File: src/rtl/vram_write_ctrl_pkg.sv
// Shared definitions for the frame-VRAM write sequencer: controller states,
// VRAM geometry and the coordinate type also used by the VGA read side.
package vram_write_ctrl_pkg;

    localparam int ADDR_W = 8;
    localparam int VRAM_W = 256;
    localparam int VRAM_H = 256;

    typedef logic [ADDR_W-1:0] coord_t;

    localparam coord_t VRAM_X_MAX = coord_t'(VRAM_W - 1);
    localparam coord_t VRAM_Y_MAX = coord_t'(VRAM_H - 1);

    typedef enum logic [1:0] {
        ST_IDLE    = 2'd0,
        ST_CLEAR   = 2'd1,
        ST_WAIT_VB = 2'd2,
        ST_STREAM  = 2'd3
    } state_e;

    function automatic logic at_last(input coord_t x, input coord_t y,
                                     input coord_t x_max, input coord_t y_max);
        return (x == x_max) && (y == y_max);
    endfunction

endpackage

File: src/rtl/vram_write_ctrl_if.sv
// Request, pixel-stream and VRAM write-port bundle between the thresholding
// pipeline, the write sequencer (slave) and the VGA controller write inputs.
interface vram_write_ctrl_if;
    import vram_write_ctrl_pkg::*;

    logic   iClear;
    logic   iFrame_start;
    logic   iAbort;
    logic   iVBlank;
    logic   iPix_valid;
    logic   iPix_value;
    logic   oPix_ready;
    coord_t write_x;
    coord_t write_y;
    logic   write_value;
    logic   oWren;
    logic   oBusy;
    logic   oDone;

    modport slave (
        input  iClear, iFrame_start, iAbort, iVBlank, iPix_valid, iPix_value,
        output oPix_ready, write_x, write_y, write_value, oWren, oBusy, oDone
    );

    modport master (
        output iClear, iFrame_start, iAbort, iVBlank, iPix_valid, iPix_value,
        input  oPix_ready, write_x, write_y, write_value, oWren, oBusy, oDone
    );

endinterface

File: src/rtl/vram_write_ctrl_raster_addr_gen.sv
// Raster x/y counter: x runs fastest and wraps at x_max, y wraps at y_max.
// last flags that the current position is the final one of the raster.
module raster_addr_gen
    import vram_write_ctrl_pkg::*;
(
    input  logic   clk,
    input  logic   rst,
    input  logic   clr,
    input  logic   adv,
    input  coord_t x_max,
    input  coord_t y_max,
    output coord_t x,
    output coord_t y,
    output logic   last
);

    coord_t x_q, x_d;
    coord_t y_q, y_d;

    // Next position; clr outranks adv so an abort always lands at the origin.
    always_comb begin
        x_d = x_q;
        y_d = y_q;
        if (clr) begin
            x_d = '0;
            y_d = '0;
        end else if (adv) begin
            if (x_q == x_max) begin
                x_d = '0;
                if (y_q == y_max) begin
                    y_d = '0;
                end else begin
                    y_d = y_q + 8'd1;
                end
            end else begin
                x_d = x_q + 8'd1;
                y_d = y_q;
            end
        end else begin
            x_d = x_q;
            y_d = y_q;
        end
    end

    // Position registers.
    always_ff @(posedge clk) begin
        if (rst) begin
            x_q <= '0;
            y_q <= '0;
        end else begin
            x_q <= x_d;
            y_q <= y_d;
        end
    end

    assign x    = x_q;
    assign y    = y_q;
    assign last = at_last(x_q, y_q, x_max, y_max);

endmodule

File: src/rtl/vram_write_ctrl.sv
// Write-port sequencer for the 256x256x1 frame VRAM: full-screen clear sweep
// and raster-ordered writes of a binarized pixel stream, optionally vblank-synced.
module vram_write_ctrl
    import vram_write_ctrl_pkg::*;
#(
    parameter int   WIDTH          = 256,
    parameter int   HEIGHT         = 256,
    parameter logic CLEAR_VALUE    = 1'b0,
    parameter bit   SYNC_TO_VBLANK = 1'b1
) (
    input  logic             iCLK,
    input  logic             iRST,
    vram_write_ctrl_if.slave bus
);

    localparam coord_t STREAM_X_MAX = coord_t'(WIDTH - 1);
    localparam coord_t STREAM_Y_MAX = coord_t'(HEIGHT - 1);

    state_e state_q, state_d;
    coord_t wx_q, wx_d;
    coord_t wy_q, wy_d;
    logic   wv_q, wv_d;
    logic   wren_q, wren_d;
    logic   done_q, done_d;
    logic   busy_q, busy_d;
    logic   ready_q, ready_d;
    logic   clr_last_q, clr_last_d;

    logic   clear_req_s;
    logic   frame_req_s;
    logic   accept_s;
    logic   adv_s;
    logic   clr_s;
    logic   cnt_last_s;
    coord_t cnt_x_s;
    coord_t cnt_y_s;
    coord_t x_max_s;
    coord_t y_max_s;

    // iClear beats iFrame_start; an abort suppresses both.
    assign clear_req_s = bus.iClear && !bus.iAbort;
    assign frame_req_s = bus.iFrame_start && !bus.iClear && !bus.iAbort;
    assign accept_s    = bus.iPix_valid && ready_q;

    // The clear sweep always covers the whole array; streaming uses the frame size.
    always_comb begin
        if (state_q == ST_STREAM) begin
            x_max_s = STREAM_X_MAX;
            y_max_s = STREAM_Y_MAX;
        end else begin
            x_max_s = VRAM_X_MAX;
            y_max_s = VRAM_Y_MAX;
        end
    end

    raster_addr_gen u_addr (
        .clk   (iCLK),
        .rst   (iRST),
        .clr   (clr_s),
        .adv   (adv_s),
        .x_max (x_max_s),
        .y_max (y_max_s),
        .x     (cnt_x_s),
        .y     (cnt_y_s),
        .last  (cnt_last_s)
    );

    // State register.
    always_ff @(posedge iCLK) begin
        if (iRST) begin
            state_q <= ST_IDLE;
        end else begin
            state_q <= state_d;
        end
    end

    // Next-state logic.
    always_comb begin
        state_d = state_q;
        case (state_q)
            ST_IDLE: begin
                if (clear_req_s) begin
                    state_d = ST_CLEAR;
                end else if (frame_req_s) begin
                    state_d = SYNC_TO_VBLANK ? ST_WAIT_VB : ST_STREAM;
                end else begin
                    state_d = ST_IDLE;
                end
            end
            ST_CLEAR: begin
                if (bus.iAbort || clr_last_q) begin
                    state_d = ST_IDLE;
                end else begin
                    state_d = ST_CLEAR;
                end
            end
            ST_WAIT_VB: begin
                if (bus.iAbort) begin
                    state_d = ST_IDLE;
                end else if (bus.iVBlank) begin
                    state_d = ST_STREAM;
                end else begin
                    state_d = ST_WAIT_VB;
                end
            end
            ST_STREAM: begin
                if (bus.iAbort || (accept_s && cnt_last_s)) begin
                    state_d = ST_IDLE;
                end else begin
                    state_d = ST_STREAM;
                end
            end
            default: begin
                state_d = ST_IDLE;
            end
        endcase
    end

    // Output and counter-control logic; write bus holds its value between writes.
    always_comb begin
        wx_d       = wx_q;
        wy_d       = wy_q;
        wv_d       = wv_q;
        wren_d     = 1'b0;
        done_d     = 1'b0;
        clr_last_d = 1'b0;
        adv_s      = 1'b0;
        clr_s      = 1'b0;
        case (state_q)
            ST_IDLE: begin
                // The first clear write leaves with the request itself.
                if (clear_req_s) begin
                    wx_d   = cnt_x_s;
                    wy_d   = cnt_y_s;
                    wv_d   = CLEAR_VALUE;
                    wren_d = 1'b1;
                    adv_s  = 1'b1;
                end else begin
                    clr_s  = 1'b1;
                end
            end
            ST_CLEAR: begin
                if (bus.iAbort) begin
                    clr_s  = 1'b1;
                end else if (clr_last_q) begin
                    done_d = 1'b1;
                end else begin
                    wx_d       = cnt_x_s;
                    wy_d       = cnt_y_s;
                    wv_d       = CLEAR_VALUE;
                    wren_d     = 1'b1;
                    adv_s      = 1'b1;
                    clr_last_d = cnt_last_s;
                end
            end
            ST_WAIT_VB: begin
                if (bus.iAbort) begin
                    clr_s = 1'b1;
                end else begin
                    clr_s = 1'b0;
                end
            end
            ST_STREAM: begin
                if (accept_s) begin
                    wx_d   = cnt_x_s;
                    wy_d   = cnt_y_s;
                    wv_d   = bus.iPix_value;
                    wren_d = 1'b1;
                    adv_s  = 1'b1;
                    done_d = cnt_last_s && !bus.iAbort;
                end else begin
                    adv_s  = 1'b0;
                end
                if (bus.iAbort) begin
                    clr_s = 1'b1;
                end else begin
                    clr_s = 1'b0;
                end
            end
            default: begin
                clr_s = 1'b1;
            end
        endcase
        ready_d = (state_d == ST_STREAM);
        busy_d  = (state_d != ST_IDLE);
    end

    // Output registers.
    always_ff @(posedge iCLK) begin
        if (iRST) begin
            wx_q       <= '0;
            wy_q       <= '0;
            wv_q       <= 1'b0;
            wren_q     <= 1'b0;
            done_q     <= 1'b0;
            busy_q     <= 1'b0;
            ready_q    <= 1'b0;
            clr_last_q <= 1'b0;
        end else begin
            wx_q       <= wx_d;
            wy_q       <= wy_d;
            wv_q       <= wv_d;
            wren_q     <= wren_d;
            done_q     <= done_d;
            busy_q     <= busy_d;
            ready_q    <= ready_d;
            clr_last_q <= clr_last_d;
        end
    end

    assign bus.write_x     = wx_q;
    assign bus.write_y     = wy_q;
    assign bus.write_value = wv_q;
    assign bus.oWren       = wren_q;
    assign bus.oDone       = done_q;
    assign bus.oBusy       = busy_q;
    assign bus.oPix_ready  = ready_q;

endmodule
File: src/flat_wrapper.sv
// flat-port wrapper written by rule: the top's interface ports become plain ports
module vram_write_ctrl_flat import vram_write_ctrl_pkg::*;
#(
    parameter int   WIDTH          = 256,
    parameter int   HEIGHT         = 256,
    parameter logic CLEAR_VALUE    = 1'b0,
    parameter bit   SYNC_TO_VBLANK = 1'b1
)
  (iCLK, iRST, bus_iClear, bus_iFrame_start, bus_iAbort, bus_iVBlank, bus_iPix_valid, bus_iPix_value, bus_oPix_ready, bus_write_x, bus_write_y, bus_write_value, bus_oWren, bus_oBusy, bus_oDone);
  vram_write_ctrl_if bus_i ();
  input  logic iCLK;
  input  logic iRST;
  input wire logic [$bits(bus_i.iClear)-1:0] bus_iClear;
  input wire logic [$bits(bus_i.iFrame_start)-1:0] bus_iFrame_start;
  input wire logic [$bits(bus_i.iAbort)-1:0] bus_iAbort;
  input wire logic [$bits(bus_i.iVBlank)-1:0] bus_iVBlank;
  input wire logic [$bits(bus_i.iPix_valid)-1:0] bus_iPix_valid;
  input wire logic [$bits(bus_i.iPix_value)-1:0] bus_iPix_value;
  output wire logic [$bits(bus_i.oPix_ready)-1:0] bus_oPix_ready;
  output wire logic [$bits(bus_i.write_x)-1:0] bus_write_x;
  output wire logic [$bits(bus_i.write_y)-1:0] bus_write_y;
  output wire logic [$bits(bus_i.write_value)-1:0] bus_write_value;
  output wire logic [$bits(bus_i.oWren)-1:0] bus_oWren;
  output wire logic [$bits(bus_i.oBusy)-1:0] bus_oBusy;
  output wire logic [$bits(bus_i.oDone)-1:0] bus_oDone;
  assign bus_i.iClear = bus_iClear;
  assign bus_i.iFrame_start = bus_iFrame_start;
  assign bus_i.iAbort = bus_iAbort;
  assign bus_i.iVBlank = bus_iVBlank;
  assign bus_i.iPix_valid = bus_iPix_valid;
  assign bus_i.iPix_value = bus_iPix_value;
  assign bus_oPix_ready = bus_i.oPix_ready;
  assign bus_write_x = bus_i.write_x;
  assign bus_write_y = bus_i.write_y;
  assign bus_write_value = bus_i.write_value;
  assign bus_oWren = bus_i.oWren;
  assign bus_oBusy = bus_i.oBusy;
  assign bus_oDone = bus_i.oDone;
  vram_write_ctrl #(.WIDTH(WIDTH), .HEIGHT(HEIGHT), .CLEAR_VALUE(CLEAR_VALUE), .SYNC_TO_VBLANK(SYNC_TO_VBLANK)) u_core (.iCLK(iCLK), .iRST(iRST), .bus(bus_i));
endmodule
File: config.mk
export PLATFORM = sky130hd
export DESIGN_NAME = vram_write_ctrl_flat
export DESIGN_NICKNAME = d
export VERILOG_FILES = /design/src/rtl/vram_write_ctrl_pkg.sv /design/src/rtl/vram_write_ctrl_if.sv /design/src/rtl/vram_write_ctrl_raster_addr_gen.sv /design/src/rtl/vram_write_ctrl.sv /design/src/flat_wrapper.sv
export SDC_FILE = /design/constraint.sdc
export NUM_CORES = 1
export LEC_CHECK = 0
export ABC_AREA = 0
export BUFFER_PORTS_ARGS = -buffer_cell sky130_fd_sc_hd__buf_2
export CORE_MARGIN = 2
export CORE_UTILIZATION = 59
export DETAILED_ROUTE_END_ITERATION = 10
export HOLD_SLACK_MARGIN = 0.05
export MAX_ROUTING_LAYER = met4
export PLACE_DENSITY_LB_ADDON = 0.12
export SETUP_SLACK_MARGIN = 0.4
export SYNTH_ARGS = -nofsm -noshare
export SYNTH_HDL_FRONTEND = slang
export SYNTH_SLANG_ARGS = --single-unit
export TNS_END_PERCENT = 1
File: constraint.sdc
create_clock -name iCLK -period 2.59 [get_ports iCLK]
set_clock_uncertainty 0.1 [all_clocks]
set_input_delay 0.259 -clock iCLK [delete_from_list [all_inputs] [get_ports iCLK]]
set_output_delay 0.259 -clock iCLK [all_outputs]
set_load 0.1 [all_outputs]
Word-level counts from Yosys, hierarchy flattened
Cells that the tools add are included.
{"block": "word_totals", "reg_bits": 40, "out_inout_bits": 21, "wordCells": 79}
{"block": "op_classes", "addsub": 2, "n_eq_ne": 10, "mux": 36, "n_bitwise": 1, "reduce_logical": 19}
{"operator": "8-bit two-way mux", "count": 10}
{"operator": "8-bit case mux with 3 select lines", "count": 2}
{"operator": "8-bit by 1-bit adder with 8-bit output, second input constant", "count": 2}
{"operator": "8-bit equality test, second input constant", "count": 2}
{"operator": "1-bit two-way mux", "count": 15}
{"operator": "2-bit two-way mux", "count": 4}
{"operator": "2-bit case mux with 4 select lines", "count": 1}
{"operator": "1-bit logical AND", "count": 7}
{"operator": "2-bit equality test, second input constant", "count": 3}
{"operator": "1-bit case mux with 3 select lines", "count": 2}
{"operator": "5-bit AND reduction", "count": 1}
{"operator": "2-bit by 1-bit inequality test with 1-bit output, second input constant", "count": 2}
{"operator": "2-bit inequality test, second input constant", "count": 2}
{"operator": "1-bit case mux with 2 select lines", "count": 2}
{"operator": "4-bit OR reduction", "count": 1}
{"operator": "3-bit nonzero test", "count": 1}
{"operator": "3-bit OR reduction", "count": 1}
{"operator": "2-bit by 1-bit equality test with 1-bit output, second input constant", "count": 1}
{"operator": "1-bit logical NOT", "count": 2}
{"operator": "2-bit logical NOT", "count": 1}
{"operator": "1-bit logical OR", "count": 2}
{"operator": "2-bit AND reduction", "count": 1}
{"operator": "2-bit nonzero test", "count": 1}
{"operator": "2-bit OR reduction", "count": 1}
{"operator": "1-bit NOT", "count": 1}

Logic depth before layout (Yosys ltp)
{"block": "depth", "depth_word": 7, "mapped_depth": 8}

Cells and area by module
From an unflattened synthesis, not the netlist that was laid out.
{"block": "hier_totals", "hier_cells": 212, "hier_area_um2": 2019.4}
{"mod": "vram_write_ctrl", "instances": 1, "cells_per_inst": 111, "area_each_um2": 1102.3}
{"mod": "raster_addr_gen", "instances": 1, "cells_per_inst": 101, "area_each_um2": 917.1}

Worst setup path after synthesis
Ideal clock, no wire load.
{"block": "synth_path", "path_type": "reg-to-reg", "startpoint": "register u_core.ready_q, in the netlist u_core.bus.oPix_ready", "endpoint": "register u_core.u_addr.y_q[3], in the netlist u_core.u_addr.y[3]", "arrival_time_ns": 2.128, "t_required_ns": 2.419, "path_slack_ns": 0.291, "stages_incl_launch_ff": 5, "path_buffers": 0, "period_less_slack_ns": 2.299, "cell_sequence": "dfxtp_1 nand4_4 and2_4 or4_1 a21oi_1"}
{"block": "synth_via", "elab_chain_len": 4}
{"element": "from (decl)", "line_no": "vram_write_ctrl.sv:26", "source": "logic ready_q, ready_d;"}
{"element": "from (signal assigned)", "line_no": "vram_write_ctrl.sv:206", "source": "ready_q <= ready_d;"}
{"element": "1-bit logical AND", "line_no": "vram_write_ctrl.sv:43", "source": "assign accept_s = bus.iPix_valid && ready_q;"}
{"element": "1-bit two-way mux", "line_no": "vram_write_ctrl.sv:164", "source": "if (accept_s) begin"}
{"element": "1-bit case mux with 3 select lines", "line_no": "vram_write_ctrl.sv:129", "source": "case (state_q)"}
{"element": "2-bit AND reduction (no source line)"}
{"element": "to (signal assigned)", "line_no": "vram_write_ctrl_raster_addr_gen.sv:52", "source": "y_q <= y_d;"}
{"element": "to (decl)", "line_no": "vram_write_ctrl_raster_addr_gen.sv:18", "source": "coord_t y_q, y_d;"}
Every way passes these cells.
A chain may end at the register's enable or synchronous reset.

Final worst setup path
{"block": "layout_path", "startpoint": "register u_core.u_addr.x_q[3], in the netlist u_core.u_addr.x[3]", "endpoint": "register u_core.u_addr.y_q[3], in the netlist u_core.u_addr.y[3]"}
{"block": "layout_via", "elab_chain_len": 2}
{"element": "from (decl)", "line_no": "vram_write_ctrl_raster_addr_gen.sv:17", "source": "coord_t x_q, x_d;"}
{"element": "from (signal assigned)", "line_no": "vram_write_ctrl_raster_addr_gen.sv:48", "source": "x_q <= '0;"}
{"element": "from (signal assigned)", "line_no": "vram_write_ctrl_raster_addr_gen.sv:51", "source": "x_q <= x_d;"}
{"element": "8-bit equality test", "line_no": "vram_write_ctrl_raster_addr_gen.sv:28", "source": "if (x_q == x_max) begin"}
{"element": "2-bit AND reduction (no source line)"}
Every way passes these cells.

==> impl_metrics.toml <==
[global_routing]
met2_usage_pct = 39.8
track_usage_pct = 24.3
grt_pass1_vias = 1509
antenna_found_initial = 0
busiest_layer = "met2"
use_met1_pct = 27.6
grt_max_degree = 33
gr-usage-met3_pct = 6.81
grt_pass1_wl_mm = 6.29
overflow = 0

[synthesis]
syn_avg_cell_area_um2 = 8.51
synth_cell_types = 44
synthFlopType = "dfxtp_1"
netlist_area_um2 = 1770
syn-num-nets = 218
postSynthCellCount = 208
synth_edf_count = 0
seq_area_frac_synth_pct = 45.2
async_reset_ff_share_pct = 0
ys_warn_count = 0
synth.ff_latch_count = 40

[setup_path]
crit_slowest_cell = "or4_1"
r2r_slack_ns = 0.55
timing.critical_path.to_type = "flip-flop"
slowest_delay_ns = 0.59
r2r-end = "u_core.u_addr.y[3]$_SDFFE_PP0P_"
r2r-start = "u_core.u_addr.x[3]$_SDFFE_PP0P_"
reg2reg_depth = 4
startpoint_type = "flip-flop"
critPathKind = "flip-flop to flip-flop"
worstPathMaxFanout = 14
crit_chain = "and4_1 -> nand4_2 -> or4_1 -> a21oi_1"
crit_required_ns = 2.78
worstPathArrival_ns = 2.23

[pwr]
leakage_nw = 0.702
irDropWorstVdd_uv = 300
power.density_nw_per_um2 = 561

[status]
violations = "DRC"
status = "finished, violations left"

[sta]
max-slew-margin-rel_pct = 54.3
slew_violations = 0
hold_viol = 0
hold_slack_ns = 0.107
setup_violations = 0
final.period_utilization_pct = 78.9
fin_crit_ns = 2.04
clock.fmax_ghz = 0.490
setup_tns_ns = 0
grt_setup_unrepaired = "false"
worst_pin_slew_ns = 0.684

[floorplanning]
start_util_pct = 63.1
die_area_um2 = 3460
design.core.area_um2 = 2810
chipWidth_um = 58.8
io_pins = 29
rows = 19
die_h_um = 58.8

[hold_path]
hold_path_end = "u_core.bus.write_value$_SDFFE_PP0P_"
hp-start = "bus_iPix_value"
hold_class = "input port to flip-flop"
hold_path_depth = 3

[placed_design]
hpwl_mm = 2.54
io_buffers = 28
place_congestion = 0.832

[routing]
viasPerCell = 5.86
wl_per_cell_um = 13.8
drc = 3
vias = 1552
ant_nets = 0
drt_wl_total_mm = 3.66
drt_pass1_iterations = 9
drt_iter0_drc = 78

[final_layout]
post-route-util_pct = 69.8
drive_gt1_share_pct = 20.5
area_delta_synth_final_pct = 10.6
fillers = 250
ff_latch_area_um2 = 802
antennaDiodeCount = 0
final_nets = 243
multi_input_area_um2 = 878

[cts]
cts_inserted_buffers = 5
insertion_delay_ns = 0.35
path_clk_slew_ns = 0.11
clk_path_buf_depth = 2
cts_max_level = 2
holdBufCountCts = 0
tritoncts = "yes"
clockRootBuffer = "clkbuf_4"
cts.sinks = 40
post_cts_buffers = 0
post_cts_resized = 0

[flow_run]
cap_viol_max_count = 0
==> Yosys cell counts, drive strengths merged, types with 3 or more instances <==
| master | number | area share [%] |
|---|---|---|
| nand2 | 43 | 9.1 |
| nand4 | 4 | 2.6 |
| buf | 6 | 3.3 |
| a21oi | 30 | 8.5 |
| nor2 | 16 | 3.5 |
| dfxtp | 40 | 45 |
| clkbuf | 5 | 1.1 |
| o31ai | 3 | 1.3 |
| inv | 4 | 0.85 |
| o21ai | 8 | 2.9 |
| and2 | 3 | 1.2 |
| a211oi | 7 | 3.5 |
| xnor2 | 6 | 3.0 |
| nand3 | 7 | 2.0 |
==> cell usage in the layout (no fill, tap or decap), types with 2 or more instances in the layout <==
cell      count
nand2_1      43
buf_2        28
o31ai_1       3
nor2_1       15
and3_1        2
clkbuf_4      5
ha_1          2
nor3_1        2
nand3_1       7
a31oi_1       2
o21ai_0       7
or4_1         2
inv_1         4
xnor2_1       6
dfxtp_1      39
a21oi_1      30
a211oi_1      5
a211oi_2      2
nand4_1       2
==> worst max-delay path: cells and delay by family, from the launching register on <==
family / cells / cell delay (ns)
AOI/OAI and AO/OA: 1 / 0.16
and+or+nand+nor: 3 / 1.29
DFF: 1 / 0.45
==> per-layer routing <==
metal  routed length [um]  vias to the layer above
li1                     -                      778
met3                  161                        6
met1                 1640                      726
met4                   44                        0
met5                    0                        -
met2                 1810                       42
==> sequential cells by signal (all words and copies together) (netlist names) <==
register                cells
u_core.bus.write_x          8
u_core.clr_last_q           1
u_core.bus.oBusy            1
u_core.bus.oWren            1
u_core.u_addr.x             8
u_core.bus.oPix_ready       1
u_core.bus.oDone            1
u_core.bus.write_value      1
u_core.state_q              2
u_core.bus.write_y          8
u_core.u_addr.y             8
==> layout make-up <==
| cell class | instances | share of cell area (%) |
|---|---|---|
| Clock buffer | 6 | 2.11 |
| Clock inverter | 2 | 1.79 |
| Inverter | 4 | 0.767 |
| Multi-Input combinational cell | 153 | 44.9 |
| Sequential cell | 40 | 41.0 |
| Tap cell | 31 | 1.98 |
| Timing Repair Buffer | 29 | 7.54 |
==> how the worst max path moves through the flow <==
stage                                startpoint                               to  slack (ns)  depth (start not counted)
5_1_grt         u_core.u_addr.x[3]$_SDFFE_PP0P_  u_core.u_addr.y[3]$_SDFFE_PP0P_        0.42                          4
4_1_cts         u_core.u_addr.x[3]$_SDFFE_PP0P_  u_core.u_addr.y[3]$_SDFFE_PP0P_        0.56                          4
3_3_place_gp    u_core.u_addr.x[3]$_SDFFE_PP0P_  u_core.u_addr.y[3]$_SDFFE_PP0P_        0.66                          4
6_report        u_core.u_addr.x[3]$_SDFFE_PP0P_  u_core.u_addr.y[3]$_SDFFE_PP0P_        0.55                          4
3_5_place_dp    u_core.u_addr.x[3]$_SDFFE_PP0P_  u_core.u_addr.y[3]$_SDFFE_PP0P_        0.58                          4
2_1_floorplan  u_core.bus.oPix_ready$_SDFF_PP0_  u_core.u_addr.y[3]$_SDFFE_PP0P_        0.67                          4
==> through the flow <==
step                      cell area [um^2]  power, mW  instances  setup WS, ns
after floorplan                       1770      0.706        208         0.668
after global placement                1880      0.715        257         0.658
after detailed placement              1880      0.717        257         0.579
after CTS                             1960       1.11        265         0.558
after global routing                  1960       1.14        265         0.419
final                                 1960       1.10        265         0.547
==> cells by family after synthesis <==
group	Yosys count	synth area share, %
simple gates	90	25.7
compound gates	55	19.6
flops	40	45.2
buf+inv	15	5.16
xor+xnor	6	2.97
fa+ha+maj	2	1.41
==> where the power goes <==
part	total (mW)	switching [mW]	internal [mW]
registers	0.625	0.00573	0.619
clock network	0.394	0.191	0.202
logic	0.0793	0.0611	0.0182
total	1.10	0.258	0.840
No activity file was read; power rests on OpenSTA's default activity.
